## config.mk

```make
export PLATFORM = sky130hd
export DESIGN_NAME = regfile_wr_arbiter
export DESIGN_NICKNAME = d
export VERILOG_FILES = /design/src/rtl/regfile_wr_arbiter.sv
export SDC_FILE = /design/constraint.sdc
export NUM_CORES = 1
export LEC_CHECK = 0
export BUFFER_PORTS_ARGS = -buffer_cell sky130_fd_sc_hd__buf_2
export CAP_MARGIN = 25
export CORE_ASPECT_RATIO = 0.75
export CORE_MARGIN = 1.5
export CORE_UTILIZATION = 40
export DETAILED_ROUTE_END_ITERATION = 10
export GPL_TIMING_DRIVEN = 1
export PLACE_DENSITY = 0.69
export RECOVER_POWER = 50
export SLEW_MARGIN = 20
export SYNTH_ARGS = -nofsm -noshare
export SYNTH_HDL_FRONTEND = slang
export SYNTH_SLANG_ARGS = --single-unit
```

## constraint.sdc

```tcl
create_clock -name clk -period 3.3 [get_ports clk]
set_input_delay 0 -clock clk [delete_from_list [all_inputs] [get_ports clk]]
set_output_delay 0 -clock clk [all_outputs]
set_load 0.01 [all_outputs]
```

## src/rtl/regfile_wr_arbiter.sv

```systemverilog
`default_nettype none
`timescale 1ns/1ps
// ============================================================================
// Module      : regfile_wr_arbiter
// Description : Round-robin arbiter sharing the register-file write port
//               between the ALU (A) and load unit (B); registers a one-hot
//               write enable, index and data. x0 is never written.
//               Optional macro REGARB_FWD_EN adds a same-cycle forward port.
// Revision    : 1.0  initial release
// ============================================================================
module regfile_wr_arbiter #(
    parameter int REG_AW = 5,
    parameter int NREGS  = 32,
    parameter int DATA_W = 32
) (
    input  logic              clk,
    input  logic              rst,
    input  logic              hold,
    input  logic              a_valid,
    output logic              a_ready,
    input  logic [REG_AW-1:0] a_rd,
    input  logic [DATA_W-1:0] a_data,
    input  logic              b_valid,
    output logic              b_ready,
    input  logic [REG_AW-1:0] b_rd,
    input  logic [DATA_W-1:0] b_data,
`ifdef REGARB_FWD_EN
    input  logic [REG_AW-1:0] fwd_rs,
    output logic              fwd_hit,
    output logic [DATA_W-1:0] fwd_data,
`endif
    output logic [NREGS-1:0]  wr_en,
    output logic [REG_AW-1:0] wr_rd,
    output logic [DATA_W-1:0] wr_data
);

    logic              r_prio;
    logic [NREGS-1:0]  r_wr_en;
    logic [REG_AW-1:0] r_wr_rd;
    logic [DATA_W-1:0] r_wr_data;

    logic              w_grant_a;
    logic              w_grant_b;
    logic              w_accept;
    logic [REG_AW-1:0] w_sel_rd;
    logic [DATA_W-1:0] w_sel_data;
    logic [NREGS-1:0]  w_dec;

    // r_prio = 1 means B wins a tie; ready is itself the grant.
    always_comb begin
        w_grant_a = 1'b0;
        w_grant_b = 1'b0;
        if (!rst && !hold) begin
            w_grant_a = a_valid && (!b_valid || !r_prio);
            w_grant_b = b_valid && (!a_valid ||  r_prio);
        end
    end

    assign a_ready    = w_grant_a;
    assign b_ready    = w_grant_b;
    assign w_accept   = w_grant_a | w_grant_b;
    assign w_sel_rd   = w_grant_b ? b_rd   : a_rd;
    assign w_sel_data = w_grant_b ? b_data : a_data;

    // Bit 0 is never set so x0 stays hard-wired to zero.
    always_comb begin
        w_dec = '0;
        for (int i = 1; i < NREGS; i++) begin
            w_dec[i] = (w_sel_rd == REG_AW'(i));
        end
    end

    always_ff @(posedge clk) begin
        if (rst) begin
            r_prio    <= 1'b0;
            r_wr_en   <= '0;
            r_wr_rd   <= '0;
            r_wr_data <= '0;
        end else begin
            if (w_grant_a) begin
                r_prio <= 1'b1;
            end else if (w_grant_b) begin
                r_prio <= 1'b0;
            end
            r_wr_en <= w_accept ? w_dec : '0;
            if (w_accept) begin
                r_wr_rd   <= w_sel_rd;
                r_wr_data <= w_sel_data;
            end
        end
    end

    assign wr_en   = r_wr_en;
    assign wr_rd   = r_wr_rd;
    assign wr_data = r_wr_data;

`ifdef REGARB_FWD_EN
    // wr_en is zero for x0 writes, so fwd_rs == 0 can never hit.
    assign fwd_hit  = (|r_wr_en) && (r_wr_rd == fwd_rs) && (fwd_rs != '0);
    assign fwd_data = r_wr_data;
`endif

endmodule
`default_nettype wire
```

==> impl_metrics.json <==
{
  "synth_edf_count": 0,
  "clkSlewWorstSetupHoldPaths_ps": 80,
  "worstSetupPathType": "reg -> reg",
  "grt_pass1_wl_mm": 17.4,
  "cts-root-buf": "clkbuf_8",
  "syn_area_sq_mm": 0.00307,
  "cts_tree": "built",
  "antenna_found_initial": 0,
  "yosysWarningCount": 0,
  "power_frac_comb_pct": 18.7,
  "worst_pin_slew_ps": 969,
  "wl_mm": 11.2,
  "finish.utilization_pct": 62.3,
  "hold_slack_ps": 20.3,
  "cp.arrival_ps": 2680,
  "regArea_sq_mm": 0.00138,
  "layout-drive-gt1-share_pct": 20.1,
  "coreArea_sq_mm": 0.00740,
  "synthCells": 340,
  "cts_buffer_depth": 2,
  "grt.overflow.total": 0,
  "finalCriticalPeriod_ps": 2390,
  "synthArstFlopShare_pct": 0,
  "final.setup_skew_ps": 6.14,
  "final.setup.tns_ps": 0,
  "setup_ws_ps": 908,
  "p_seq_share_pct": 44.9,
  "drcViolationCount": 0,
  "muxShareOfSynthArea_pct": 0,
  "cts_setup_buffers": 0,
  "synth_top_area_cell": "dfxtp_1",
  "rows": 27,
  "cts_num_sinks": 69,
  "synth_top_area_share_pct": 45.0,
  "synth_top_family_by_area": "compound AO/OA/AOI/OAI gates",
  "synth-simple-area-share_pct": 12.6,
  "clk_latency_ps": 350,
  "max_slew_margin_pct": 35.3,
  "die_h_microns": 78.9,
  "max_freq_mhz": 418,
  "areaGrowthSynthToFinish_pct": 50.0,
  "drt-initial-drc-count": 273,
  "wl_per_cell_microns": 17.6,
  "ys_top_cells_by_area": "dfxtp_1 45%, a311oi_1 11%, a221oi_1 8.8%",
  "rsz0062_at_grt": "no",
  "hpwl_mm": 6.92,
  "grt_pass1_vias": 3517,
  "slew_viol_final": 0,
  "routabilityCongestion": 0.817,
  "maxCapViolations": 0,
  "p_leak_nw": 1.72,
  "vdd.ir_drop.worst_uv": 272,
  "synth_sequential_area_ratio_pct": 45.0,
  "cts_max_level": 3,
  "finalCritPeriodShare_pct": 72.5,
  "worstHoldPathType": "in -> reg",
  "grt_use_total_pct": 26.6,
  "synthTopCellsByCount": "69 x dfxtp_1, 37 x a21oi_1, 37 x a311oi_1, 36 x nand3_1, 34 x o21ai_0",
  "cp_data_required_time_ps": 3590,
  "ant_nets": 0,
  "drtPass1Iterations": 6,
  "synth-xor-area-share_pct": 0,
  "critPathMaxFanout": 31,
  "synth-seq-cells": 69,
  "finalHoldViolations": 0,
  "grt_max_degree": 58,
  "vias": 3726,
  "clkPwrFrac_pct": 36.5,
  "synth_cell_types": 34,
  "synthAdderAreaFrac_pct": 0,
  "ys.flop_type": "dfxtp_1",
  "post_cts_resized": 0,
  "syn_nets": 419,
  "cts.hold.buffers_added": 68,
  "setup_viol": 0,
  "viasPerCell": 5.84,
  "p_sw_share_pct": 29.7,
  "multi_input_area_sq_mm": 0.00149,
  "ios": 150,
  "diodes": 0,
  "yosysMostFrequentCell": "dfxtp_1",
  "start_util_pct": 41.5,
  "die-area_sq_mm": 0.00822,
  "syn_avg_cell_area_sq_um": 9.04,
  "p_per_area_mw_per_mm2": 428,
  "fill_cells": 688,
  "post-place-ws_ps": 990,
  "cts_inserted_buffers": 9,
  "power.net_switching_w": 0.000585,
  "start_kind": "register",
  "io_buffers": 148,
  "synth_compound_area_share_pct": 35.5,
  "layout.nets": 611,
  "crit_path_end_kind": "register",
  "p_int_w": 0.00139,
  "total_power_w": 0.00197,
  "status": "complete, no violations",
  "die_x_microns": 104
}
[stage by stage]
| step | instance area, sq um | instances |
|---|---|---|
| after floorplan | 3070 | 340 |
| after global placement | 3810 | 554 |
| after detailed placement | 3810 | 554 |
| after CTS | 4700 | 638 |
| after global routing | 4610 | 638 |
| final | 4610 | 638 |
[kinds of logic (layout without fill, tap and decap cells)]
kind of cell	after synthesis	after routing
compound gates	155	155
flops	69	69
simple gates	68	68
buf+inv	47	244
other cells	1	1
[worst max-delay path: stages (launching register included)]
cell and delay [ps]:
dfxtp_1 370, nand2b_2 540, buf_4 390, nand3_1 120, a311oi_1 310, dlygate4sd3_1 590
[layout by cell type, fill, tap and decap left out, types with 2 or more instances in the layout]
cell	netlist	layout
a2111o_1	3	3
a21oi_1	37	37
a221oi_1	31	31
a311o_1	4	4
a311oi_1	37	37
and2_1	2	2
and3_1	2	2
buf_2	17	80
buf_4	1	7
clkbuf_1	21	68
clkbuf_8	0	9
clkinv_4	0	2
dfxtp_1	69	69
dlygate4sd3_1	0	68
inv_1	5	5
inv_6	0	3
nand2_1	3	3
nand3_1	36	36
nand4_1	8	8
nand4b_1	3	3
nor2_1	2	2
nor2b_1	4	4
o2111ai_1	4	4
o21ai_0	34	34
o21ai_1	3	3
[final timing paths]
check / start / to / slack, ps / cells past startpoint
min reg2reg: wr_rd[4] / wr_rd[4] / 530 / 2
min: b_rd[1] / wr_rd[1] / 20 / 3
max reg2reg: r_prio / wr_data[1] / 910 / 5
max: r_prio / wr_data[1] / 910 / 5
[sequential cells by signal (all words and copies together), names as in the netlist]
| name | flops |
|---|---|
| wr_rd | 5 |
| wr_en | 31 |
| wr_data | 32 |
| r_prio | 1 |
[metal layers]
metal  track usage [%]  part of all wire (%)  up-vias
met1              34.1                    45     1788
met5                 0                     0        -
met2              44.8                    47      174
met4              8.33                   1.3        0
li1                  -                     -     1749
met3              6.24                   7.2       15
[power groups by stage]
stage	Clock, W	Combinational, W	Sequential, W
3_5_place_dp	0	0.000301	0.000901
6_report	0.000719	0.000368	0.000884
5_1_grt	0.000759	0.000400	0.000887
4_1_cts	0.000726	0.000368	0.000882
2_1_floorplan	0	0.000165	0.000915
3_3_place_gp	0	0.000297	0.000901
[final cells by class]
type / instances / area share [%]
clock buffers: 9 / 2.69
clock inverters: 7 / 1.76
repair buffers: 223 / 30.1
multi-input cells: 224 / 32.3
flip-flops and latches: 69 / 30.0
inverters: 5 / 0.407
well taps: 101 / 2.74
Power figures use the tool's default switching activity.
